### config.mk
export PLATFORM = sky130hd
export DESIGN_NAME = soc_top_flat
export DESIGN_NICKNAME = d
export VERILOG_FILES = /design/src/rtl/soc_top_pkg.sv /design/src/rtl/soc_top_if.sv /design/src/rtl/vga_gen.sv /design/src/rtl/soc_top.sv /design/src/flat_wrapper.sv
export SDC_FILE = /design/constraint.sdc
export NUM_CORES = 1
export LEC_CHECK = 0
export ABC_CLOCK_PERIOD_IN_PS = 2600
export CAP_MARGIN = 20
export CORE_ASPECT_RATIO = 1.2
export CORE_MARGIN = 2
export CORE_UTILIZATION = 48
export CTS_CLUSTER_DIAMETER = 100
export DETAILED_ROUTE_END_ITERATION = 8
export GPL_TIMING_DRIVEN = 0
export HOLD_SLACK_MARGIN = 0.12
export PLACE_DENSITY = 0.86
export SETUP_SLACK_MARGIN = 0.02
export SKIP_LAST_GASP = 1
export SYNTH_ARGS = -nofsm -noshare
export SYNTH_HDL_FRONTEND = slang
export SYNTH_SLANG_ARGS = --single-unit
### constraint.sdc
create_clock -name FPGA_CLK1_50 -period 2.6 [get_ports FPGA_CLK1_50]
set_input_delay 0.39 -clock FPGA_CLK1_50 [delete_from_list [all_inputs] [get_ports FPGA_CLK1_50]]
set_output_delay 0.39 -clock FPGA_CLK1_50 [all_outputs]
set_load 0.005 [all_outputs]
### src/rtl/soc_top_pkg.sv
// soc_top_pkg: raster timing constants, colour type and colours shared by
// the soc_top board block and its video generator.
package soc_top_pkg;

   // Fixed porch/sync widths, in pixel clocks (horizontal) and lines (vertical)
   localparam int unsigned HFP    = 32'd40;
   localparam int unsigned HPULSE = 32'd48;
   localparam int unsigned HBP    = 32'd40;
   localparam int unsigned VFP    = 32'd13;
   localparam int unsigned VPULSE = 32'd3;
   localparam int unsigned VBP    = 32'd29;

   typedef logic [23:0] rgb_t;

   localparam rgb_t WHITE = 24'hFFFFFF;
   localparam rgb_t BLACK = 24'h000000;

   // Test-pattern grid rule: a pixel is on the grid when either active
   // coordinate is a multiple of 16
   function automatic logic on_grid(input logic [3:0] x_lo, input logic [3:0] y_lo);
      return (x_lo == 4'd0) || (y_lo == 4'd0);
   endfunction

endpackage

### src/rtl/soc_top_if.sv
// Board-level interfaces used by soc_top: the video output bundle and the
// hardware-support link.

interface video_if;
   logic        CLK;
   logic        HS;
   logic        VS;
   logic        BLANK;
   logic [23:0] RGB;

   modport master (output CLK, output HS, output VS, output BLANK, output RGB);
   modport slave  (input  CLK, input  HS, input  VS, input  BLANK, input  RGB);
endinterface

interface hws_if;
   logic [15:0] addr;
   logic        wr;
   logic        rd;
   logic [31:0] wdata;
   logic [31:0] rdata;
   logic        ack;

   modport master (output addr, output wr, output rd, output wdata,
                   input  rdata, input  ack);
   modport slave  (input  addr, input  wr, input  rd, input  wdata,
                   output rdata, output ack);
endinterface

### src/rtl/vga_gen.sv
// vga_gen: pixel/line counters, sync and blank decoding and the grid test
// pattern ("mire"). All video outputs are registered together so HS, VS,
// BLANK and RGB carry the same one-clock latency relative to the counters.
// o_frame_start flags the cycle where both counters are at 0.
module vga_gen
   import soc_top_pkg::*;
#(
   parameter int HDISP = 800,
   parameter int VDISP = 480
) (
   input  logic   i_clk,
   input  logic   i_rst_n,
   output logic   o_frame_start,
   video_if.master video_ifm
);

   localparam int HTOT = int'(HFP + HPULSE + HBP) + HDISP;
   localparam int VTOT = int'(VFP + VPULSE + VBP) + VDISP;
   localparam int HW   = $clog2(HTOT);
   localparam int VW   = $clog2(VTOT);

   // Window boundaries; the active region is the tail of each period
   localparam logic [HW-1:0] H_LAST    = HW'(HTOT - 1);
   localparam logic [HW-1:0] H_SYNC_LO = HW'(HFP);
   localparam logic [HW-1:0] H_SYNC_HI = HW'(HFP + HPULSE);
   localparam logic [HW-1:0] H_ACT     = HW'(HTOT - HDISP);
   localparam logic [VW-1:0] V_LAST    = VW'(VTOT - 1);
   localparam logic [VW-1:0] V_SYNC_LO = VW'(VFP);
   localparam logic [VW-1:0] V_SYNC_HI = VW'(VFP + VPULSE);
   localparam logic [VW-1:0] V_ACT     = VW'(VTOT - VDISP);

   logic [HW-1:0] r_hc;
   logic [VW-1:0] r_vc;

   logic          w_hs;
   logic          w_vs;
   logic          w_h_act;
   logic          w_v_act;
   logic          w_blank;
   logic [3:0]    w_x_lo;
   logic [3:0]    w_y_lo;
   rgb_t          w_rgb;

   logic          r_hs;
   logic          r_vs;
   logic          r_blank;
   rgb_t          r_rgb;

   // Pixel counter wraps at end of line; line counter advances on that wrap
   always_ff @(posedge i_clk or negedge i_rst_n) begin
      if (!i_rst_n) begin
         r_hc <= '0;
         r_vc <= '0;
      end else if (r_hc == H_LAST) begin
         r_hc <= '0;
         if (r_vc == V_LAST) begin
            r_vc <= '0;
         end else begin
            r_vc <= r_vc + VW'(1);
         end
      end else begin
         r_hc <= r_hc + HW'(1);
      end
   end

   // Decode sync windows, active region and grid colour from the counters
   always_comb begin
      w_hs    = 1'b1;
      w_vs    = 1'b1;
      w_h_act = 1'b0;
      w_v_act = 1'b0;
      w_blank = 1'b0;
      w_x_lo  = 4'd0;
      w_y_lo  = 4'd0;
      w_rgb   = BLACK;

      w_hs    = ~((r_hc >= H_SYNC_LO) && (r_hc < H_SYNC_HI));
      w_vs    = ~((r_vc >= V_SYNC_LO) && (r_vc < V_SYNC_HI));
      w_h_act = (r_hc >= H_ACT);
      w_v_act = (r_vc >= V_ACT);
      w_blank = w_h_act && w_v_act;
      // Only the low nibble of each active coordinate matters for the grid
      w_x_lo  = 4'(r_hc - H_ACT);
      w_y_lo  = 4'(r_vc - V_ACT);

      if (!w_blank) begin
         w_rgb = BLACK;
      end else if (on_grid(w_x_lo, w_y_lo)) begin
         w_rgb = WHITE;
      end else begin
         w_rgb = BLACK;
      end
   end

   // Register all four video outputs on the same edge to keep them aligned
   always_ff @(posedge i_clk or negedge i_rst_n) begin
      if (!i_rst_n) begin
         r_hs    <= 1'b1;
         r_vs    <= 1'b1;
         r_blank <= 1'b0;
         r_rgb   <= BLACK;
      end else begin
         r_hs    <= w_hs;
         r_vs    <= w_vs;
         r_blank <= w_blank;
         r_rgb   <= w_rgb;
      end
   end

   assign video_ifm.CLK   = i_clk;
   assign video_ifm.HS    = r_hs;
   assign video_ifm.VS    = r_vs;
   assign video_ifm.BLANK = r_blank;
   assign video_ifm.RGB   = r_rgb;

   assign o_frame_start = (r_hc == '0) && (r_vc == '0);

endmodule

### src/rtl/soc_top.sv
// soc_top: board top under the wrapper. Synchronises KEY[0] into the
// internal reset, drives the status LEDs (heartbeat, frame toggle, switch
// mirror), ties off the hardware-support link and hosts the test-pattern
// video generator.
// Build option: TOP_SIM_FAST_HEARTBEAT_EN shortens the heartbeat half-period
// to 5 000 clocks for simulation; undefined gives a 1 Hz blink at 50 MHz.
module soc_top
   import soc_top_pkg::*;
#(
   parameter int HDISP = 800,
   parameter int VDISP = 480
) (
   input  logic       FPGA_CLK1_50,
   input  logic [1:0] KEY,
   input  logic [3:0] SW,
   output logic [7:0] LED,
   hws_if.master      hws_ifm,
   video_if.master    video_ifm
);

`ifdef TOP_SIM_FAST_HEARTBEAT_EN
   localparam int unsigned HB_HALF = 32'd5000;
`else
   localparam int unsigned HB_HALF = 32'd25000000;
`endif
   localparam int HBW = 25;
   localparam logic [HBW-1:0] HB_LAST = HBW'(HB_HALF - 32'd1);

   logic           w_key_rst_n;
   logic [1:0]     r_rst_sync;
   logic           w_rst_n;
   logic           w_frame_start;
   logic [HBW-1:0] r_hb_cnt;
   logic           r_led_hb;
   logic           r_led_frame;
   logic [3:0]     r_led_sw;
   logic           w_unused;

   assign w_key_rst_n = KEY[0];

   // Reset synchroniser: asserts immediately, releases two edges after KEY[0] rises
   always_ff @(posedge FPGA_CLK1_50 or negedge w_key_rst_n) begin
      if (!w_key_rst_n) begin
         r_rst_sync <= 2'b00;
      end else begin
         r_rst_sync <= {r_rst_sync[0], 1'b1};
      end
   end

   assign w_rst_n = r_rst_sync[1];

   // Heartbeat: toggle LED[0] once every HB_HALF clocks
   always_ff @(posedge FPGA_CLK1_50 or negedge w_rst_n) begin
      if (!w_rst_n) begin
         r_hb_cnt <= '0;
         r_led_hb <= 1'b0;
      end else if (r_hb_cnt == HB_LAST) begin
         r_hb_cnt <= '0;
         r_led_hb <= ~r_led_hb;
      end else begin
         r_hb_cnt <= r_hb_cnt + HBW'(1);
         r_led_hb <= r_led_hb;
      end
   end

   // Frame toggle on LED[1] and registered switch mirror on LED[5:2]
   always_ff @(posedge FPGA_CLK1_50 or negedge w_rst_n) begin
      if (!w_rst_n) begin
         r_led_frame <= 1'b0;
         r_led_sw    <= 4'h0;
      end else begin
         r_led_frame <= r_led_frame ^ w_frame_start;
         r_led_sw    <= SW;
      end
   end

   assign LED = {2'b00, r_led_sw, r_led_frame, r_led_hb};

   // Hardware-support link is idle: every master-driven signal held low
   assign hws_ifm.addr  = 16'h0000;
   assign hws_ifm.wr    = 1'b0;
   assign hws_ifm.rd    = 1'b0;
   assign hws_ifm.wdata = 32'h0000_0000;

   // KEY[1] and the link's responses are not consumed
   assign w_unused = ^{KEY[1], hws_ifm.rdata, hws_ifm.ack};

   vga_gen #(
      .HDISP (HDISP),
      .VDISP (VDISP)
   ) u_vga_gen (
      .i_clk         (FPGA_CLK1_50),
      .i_rst_n       (w_rst_n),
      .o_frame_start (w_frame_start),
      .video_ifm     (video_ifm)
   );

endmodule

### src/flat_wrapper.sv
// flat-port wrapper written by rule: the top's interface ports become plain ports
module soc_top_flat import soc_top_pkg::*;
#(
   parameter int HDISP = 800,
   parameter int VDISP = 480
)
  (FPGA_CLK1_50, KEY, SW, LED, hws_ifm_addr, hws_ifm_wr, hws_ifm_rd, hws_ifm_wdata, hws_ifm_rdata, hws_ifm_ack, video_ifm_CLK, video_ifm_HS, video_ifm_VS, video_ifm_BLANK, video_ifm_RGB);
  hws_if hws_ifm_i ();
  video_if video_ifm_i ();
  input  logic FPGA_CLK1_50;
  input  logic [1:0] KEY;
  input  logic [3:0] SW;
  output logic [7:0] LED;
  output wire logic [$bits(hws_ifm_i.addr)-1:0] hws_ifm_addr;
  output wire logic [$bits(hws_ifm_i.wr)-1:0] hws_ifm_wr;
  output wire logic [$bits(hws_ifm_i.rd)-1:0] hws_ifm_rd;
  output wire logic [$bits(hws_ifm_i.wdata)-1:0] hws_ifm_wdata;
  input wire logic [$bits(hws_ifm_i.rdata)-1:0] hws_ifm_rdata;
  input wire logic [$bits(hws_ifm_i.ack)-1:0] hws_ifm_ack;
  output wire logic [$bits(video_ifm_i.CLK)-1:0] video_ifm_CLK;
  output wire logic [$bits(video_ifm_i.HS)-1:0] video_ifm_HS;
  output wire logic [$bits(video_ifm_i.VS)-1:0] video_ifm_VS;
  output wire logic [$bits(video_ifm_i.BLANK)-1:0] video_ifm_BLANK;
  output wire logic [$bits(video_ifm_i.RGB)-1:0] video_ifm_RGB;
  assign hws_ifm_addr = hws_ifm_i.addr;
  assign hws_ifm_wr = hws_ifm_i.wr;
  assign hws_ifm_rd = hws_ifm_i.rd;
  assign hws_ifm_wdata = hws_ifm_i.wdata;
  assign hws_ifm_i.rdata = hws_ifm_rdata;
  assign hws_ifm_i.ack = hws_ifm_ack;
  assign video_ifm_CLK = video_ifm_i.CLK;
  assign video_ifm_HS = video_ifm_i.HS;
  assign video_ifm_VS = video_ifm_i.VS;
  assign video_ifm_BLANK = video_ifm_i.BLANK;
  assign video_ifm_RGB = video_ifm_i.RGB;
  soc_top #(.HDISP(HDISP), .VDISP(VDISP)) u_core (.FPGA_CLK1_50(FPGA_CLK1_50), .KEY(KEY), .SW(SW), .LED(LED), .hws_ifm(hws_ifm_i), .video_ifm(video_ifm_i));
endmodule
# Yosys cells after proc, flatten, opt, wreduce, memory -nomap -nowiden
# Index checks and enable logic that the tools add are counted.
# classes
order_cmp	6
n_eq_ne	3
n_addsub	5
n_bitwise	4
mux	5
reduce_logical	9
# ops
operator	count
$mux W24	2
$add A25 B1 Y25 const B	1
$eq A25 B25 Y1 const B	1
$mux W25	1
$add A10 B1 Y10 const B	2
$eq A10 B10 Y1 const B	2
$ge A10 B6 Y1 const B	2
$logic_not A10 Y1	2
$mux W10	2
$ge A10 B4 Y1 const B	1
$ge A10 B8 Y1 const B	1
$lt A10 B5 Y1 const B	1
$lt A10 B7 Y1 const B	1
$logic_not A4 Y1	2
$logic_and A1 B1 Y1	4
$sub A4 B1 Y4 const B	1
$sub A4 B4 Y4 const B	1
$not A1 Y1	3
$logic_or A1 B1 Y1	1
$xor A1 B1 Y1	1
# word_totals
output_inout_bits	86
word_cells	43
ff_bits	80
input_bits	40

# Longest topological paths before layout
# Gate-level depths: netlist of the first run.
# logic_depth
word_depth	5
mapped_depth	6
ltp_nobuf	6

# Hierarchy
# Synthesis of the first run repeated with hierarchy kept, for this count alone.
# unflattened
hier_cells	354
area_unflattened_um2	3429.5
# modules_own_cells
module	area_per_inst_um2	cells_each	n_inst	seq_area_each_um2
soc_top	1924.3	195	1	825.8
vga_gen	1505.2	159	1	603.1

==> impl_results.md, run 1 <==
* Status: finished clean
* Drt drc at 0
* Most common cell after layout, fill and taps aside: buf_4
* Slew at the pin with the worst max-slew slack at 663 ps
* Vias per inst at 4.79
* Post-synth EDFFs at 0
* IO buf count at 39
* Final non-filler cell total at 551
* DR WL/cell at 12.5 um
* Pwr dens at 473 nW/um^2
* Hold Path Class: reg -> async
* Drt first pass iters at 4
* Critical R2R Capture: u_core.u_vga_gen.r_vc[6]
* Worst slew margin at 0.558
* Die W at 80.6 um
* Pre-CTS setup slack at 128 ps
* Slowest Stage Delay on Critical Path at 430 ps
* Slowest-stage cell, CP: clkdlybuf4s50_1
* Starting density of the core at 0.496
* RSZ-0062 raised after global routing: false
* Total die area at 7730 sq um
* # Post-CTS Setup Buffers at 0
* Async SR Flop Fraction at 1.00
* Cell count after synthesis at 353
* Most frequent cells in the layout: buf_4 (78), dfrtp_1 (54), conb_1 (53)
* Final setup margin at 138 ps
* Final setup TNS at 0 ps
* First-pass GRT wire length at 11.2 mm
* Biggest fanout along the worst timing path at 2
* Pin count of the biggest net entering global routing at 30
* Total number of vias at 2640
* GPL Wtd Cong at 0.941
* Row cnt at 33
* Vias in the first global route at 2519
* # Max-Cap Violations at 0
* Static Leakage at 2.08 nW
* Core area at 6810 sq um
* Mapped cell area at 3380 sq um
* FF+latch count, synth at 57
* Remaining Overflow, GRT at 0
* R2R Setup Slk at 320 ps
* Reg2reg path depth at 6
* YS warnings at 0
* Worst-path cell chain: clkbuf_8 -> clkbuf_8 -> buf_4 -> clkdlybuf4s50_1
* Clk_lat worst skew at 450 ps
* CP Depth at 4
* Synthesized area per cell at 9.57 sq um
* Critical path arrival at 2070 ps
* Crit path max-delay family: buffers and inverters
* Final ANT Viol Nets at 0
* Fin. max-slew vios at 0
* WP buf/inv at 4
* Synth cell types at 41
* Die span in y at 95.9 um
* Sequential fraction of the synthesis area at 0.423
* CP dominant cell by count: clkbuf_8
* Initial antenna violation count at 0
* Share of cells above drive strength 1 at 0.237
* Clk_skew at 8.43 ps
* Hold Vio Cnt, Final at 0
* FF-to-FF Start: u_core.u_vga_gen.r_hc[0]
* Net count, final at 507
* DP Cell Count at 531
* All-Layer GR Usage at 0.194
* Pwr Total at 0.00207 W
* DP HPWL at 4.90 mm
* Nature of the critical path startpoint: clock port
* Critical Path Sink Type: output port
* Clk pin slew, worst setup/hold paths at 70 ps
* Area Growth Syn to Fin at 29.2%
* Num ports at 126
* Ant diodes at 0
* Worst endpoint required time at 2210 ps
* Initial DRC Count at 121
* Total Wirelength at 6.88 mm
* CTS tree: done
* VDD IR max at 0.369 mV
* Final setup violating endpoints at 0
* Worst setup path class: clk -> out
* Primary FF master, synth: dfrtp_1
metrics by stage:
stage | util | hold slack, ps | instance area [sq um]
detailed placement | 0.600 | 303 | 4090
global route | 0.641 | 348 | 4360
floorplan | - | 94.4 | 3570
finish | 0.641 | 281 | 4360
global placement | 0.597 | 337 | 4070
CTS | 0.639 | 303 | 4360
report_power, final:
group	switching (W)	internal [W]	total, W
clock	0.000400	0.000661	0.00106
combinational	0.0000395	0.0000645	0.000104
sequential	0.00000912	0.000892	0.000901
total	0.000448	0.00162	0.00207
registers in the layout (all words and copies together) (netlist names):
signal                            flops
u_core.r_rst_sync                     2
u_core.u_vga_gen.video_ifm.HS         1
u_core.r_led_hb                       1
u_core.r_led_frame                    1
u_core.u_vga_gen.video_ifm.BLANK      1
u_core.u_vga_gen.video_ifm.RGB        1
u_core.r_led_sw                       4
u_core.u_vga_gen.r_vc                10
u_core.r_hb_cnt                      25
u_core.u_vga_gen.video_ifm.VS         1
u_core.u_vga_gen.r_hc                10
cell usage after synthesis, drive strengths merged, types with 3 or more instances:
cell type  number  area, sq um
nor2           21         78.8
nand2b          3         18.8
o31ai           5         37.5
a22o            3         26.3
or3             6         37.5
nor3            4         25.0
or4             8         60.1
buf            81          601
nand3          18         90.1
nor4            5         37.5
o21ai          12         60.1
nand2          16         60.1
xor2            9         78.8
mux2            3         33.8
nand4          15         93.8
mux2i           3         30.0
and4            5         43.8
inv            10         37.5
and3            7         43.8
dfrtp          55         1380
xnor2          13          114
clkbuf          8         30.0
a21oi          14         70.1
ha              8          100
nor2b           4         25.0
repair_timing:
action	CTS	global route
resized for setup	0	1
setup endpoints to repair	0	1
hold buffers	1	0
endpoints found under the hold margin	2	0
how the worst max path moves through the flow:
| stage | startpoint | to |
|---|---|---|
| 6_report | FPGA_CLK1_50 | video_ifm_CLK |
| 2_1_floorplan | u_core.r_hb_cnt[0] | u_core.r_hb_cnt[18] |
| 4_1_cts | FPGA_CLK1_50 | video_ifm_CLK |
| 5_1_grt | FPGA_CLK1_50 | video_ifm_CLK |
| 3_3_place_gp | u_core.u_vga_gen.r_hc[0] | u_core.u_vga_gen.r_vc[6] |
| 3_5_place_dp | u_core.u_vga_gen.r_hc[0] | u_core.u_vga_gen.r_vc[6] |
final cells by class:
class,instances,area (sq um)
Inverter,10,37.5
Clock buffer,16,216
Timing Repair Buffer,40,410
Multi-Input combinational cell,248,1480
Buffer,89,631
Clock inverter,4,50.0
Fill cell,546,2450
Tap cell,87,109
Sequential cell,57,1430
kinds of logic (layout without fill, tap and decap cells):
| group | count (synthesis) | in the layout | synth area share |
|---|---|---|---|
| AO/OA/AOI/OAI | 41 | 41 | 0.0734 |
| AND/OR/NAND/NOR | 118 | 118 | 0.198 |
| flip-flops | 57 | 57 | 0.423 |
| multiplexers | 6 | 6 | 0.0189 |
| other | 2 | 53 | 0.00222 |
| XOR/XNOR | 22 | 22 | 0.0571 |
| buffers and inverters | 99 | 159 | 0.198 |
| adder cells (fa/ha/maj) | 8 | 8 | 0.0296 |
layer usage:
layer	wire length [um]	track usage	vias up
met2	3680	0.333	73
met4	191	0.134	0
met3	335	0.0600	17
met5	0	0	-
li1	-	-	1305
met1	2670	0.201	1245
(Power assumes the default switching activity.)
==> inputs of run 2 (changes only) <==
- CAP_MARGIN: 20 -> unset
- CELL_PAD_IN_SITES_DETAIL_PLACEMENT: unset -> 0
- CELL_PAD_IN_SITES_GLOBAL_PLACEMENT: unset -> 1
- CORE_UTILIZATION: 48 -> 36
- PLACE_DENSITY: 0.86 -> 0.87
==> impl_results.md, run 2 (synthesis results as in run 1) <==
* Final setup TNS at 0 ps
* Share of cells above drive strength 1 at 0.233
* Net count, final at 507
* Most common cell after layout, fill and taps aside: buf_4
* IO buf count at 39
* Pwr dens at 462 nW/um^2
* Clk_skew at 9.22 ps
* Die W at 92.4 um
* Critical path arrival at 2060 ps
* DP Cell Count at 564
* Static Leakage at 2.07 nW
* Post-CTS resize count at 0
* Status: finished clean
* Row cnt at 38
* Total Wirelength at 6.72 mm
* Total die area at 10200 sq um
* Slowest-stage cell, CP: clkdlybuf4s50_1
* Vias in the first global route at 2382
* Hold Vio Cnt, Final at 0
* Initial antenna violation count at 0
* Max reg flops at 25
* Met1 Use GR at 0.170
* Clk_lat worst skew at 440 ps
* CTS tree: done
* Biggest regs: u_core.r_hb_cnt (25), u_core.u_vga_gen.r_hc (10), u_core.u_vga_gen.r_vc (10)
* Worst endpoint required time at 2210 ps
* Nature of the critical path startpoint: clock port
* Final non-filler cell total at 584
* Slew at the pin with the worst max-slew slack at 835 ps
* Initial DRC Count at 187
* Reg with most FFs: u_core.r_hb_cnt
* VDD IR max at 0.224 mV
* Pin count of the biggest net entering global routing at 35
* Area Growth Syn to Fin at 30.0%
* Clk pin slew, worst setup/hold paths at 60 ps
* RSZ-0062 raised after global routing: false
* Die span in y at 110 um
* Final setup margin at 145 ps
* GPL Wtd Cong at 0.824
* Worst setup path class: clk -> out
* Biggest fanout along the worst timing path at 2
* Worst-path cell chain: clkbuf_8 -> clkbuf_8 -> buf_4 -> clkdlybuf4s50_1
* DP HPWL at 4.84 mm
* Most frequent cells in the layout: buf_4 (78), dfrtp_1 (54), conb_1 (53)
* Num ports at 126
* Cts hold-fix bufs at 1
* Drt first pass iters at 4
* # Max-Cap Violations at 0
* All-Layer GR Usage at 0.139
* Fin. max-slew vios at 0
* Drt drc at 0
* GRT Max-Usage Layer: met2
* Starting density of the core at 0.372
* Vias per inst at 4.42
* DR WL/cell at 11.5 um
* Slowest Stage Delay on Critical Path at 430 ps
* Remaining Overflow, GRT at 0
* Hold Path Class: reg -> async
* # Post-CTS Setup Buffers at 0
* Worst slew margin at 0.438
* Ant diodes at 0
* Final ANT Viol Nets at 0
* M2 GR Usage at 0.228
* Critical Path Sink Type: output port
* Pre-CTS setup slack at 233 ps
* Final setup violating endpoints at 0
* CP dominant cell by count: clkbuf_8
* Core area at 9080 sq um
* Met3 Track Usage GR at 0.0333
* First-pass GRT wire length at 11.1 mm
* Total number of vias at 2583
-- run 2: cell count changes in the layout (fill, tap and decap cells not counted), sizes merged --
cell | previous run | this run
clkbuf | 23 | 25
clkinvlp | 2 | 0
-- run 2: worst paths after layout --
kind	to	startpoint	cells past startpoint	slack, ps
setup / recovery	video_ifm_CLK	FPGA_CLK1_50	4	150
hold / removal	u_core.u_vga_gen.r_vc[0]	u_core.r_rst_sync[1]	0	240
setup reg to reg	u_core.u_vga_gen.r_vc[6]	u_core.u_vga_gen.r_hc[0]	6	250
hold reg to reg	u_core.u_vga_gen.r_vc[0]	u_core.r_rst_sync[1]	0	240
max in group asynchronous	u_core.u_vga_gen.video_ifm.HS	u_core.r_rst_sync[1]	1	1730
min in group FPGA_CLK1_50	u_core.r_rst_sync[1]	u_core.r_rst_sync[0]	0	350
-- run 2: through the flow --
stage,hold slack (ps),total power (W),area [sq um],util
floorplan,94.4,0.00102,3570,-
global placement,336,0.00107,4110,0.452
detailed placement,257,0.00107,4130,0.455
CTS,257,0.00205,4390,0.483
global route,277,0.00211,4390,0.483
finish,240,0.00203,4390,0.483
-- run 2: per-layer routing --
| layer | up-vias | routed length (um) |
|---|---|---|
| li1 | 1304 | - |
| met4 | 0 | 107 |
| met1 | 1212 | 2880 |
| met2 | 60 | 3410 |
| met3 | 7 | 325 |
| met5 | - | 0 |
-- run 2: where the power goes --
group / internal, W / switching, W
registers: 0.000892 / 0.00000785
logic: 0.0000646 / 0.0000414
clock network: 0.000662 / 0.000359
-- run 2: final cells by class --
cell class | instances | area, sq um
well taps | 120 | 150
fillers | 826 | 4690
clock inverters | 2 | 35.0
flip-flops and latches | 57 | 1430
multi-input cells | 248 | 1470
clock buffers | 18 | 224
inverters | 10 | 37.5
plain buffers | 89 | 631
repair buffers | 40 | 410
-- run 2: worst max-delay path, delay by kind of cell --
| family | cells | cell delay (ps) |
|---|---|---|
| buffers and inverters | 4 | 760 |
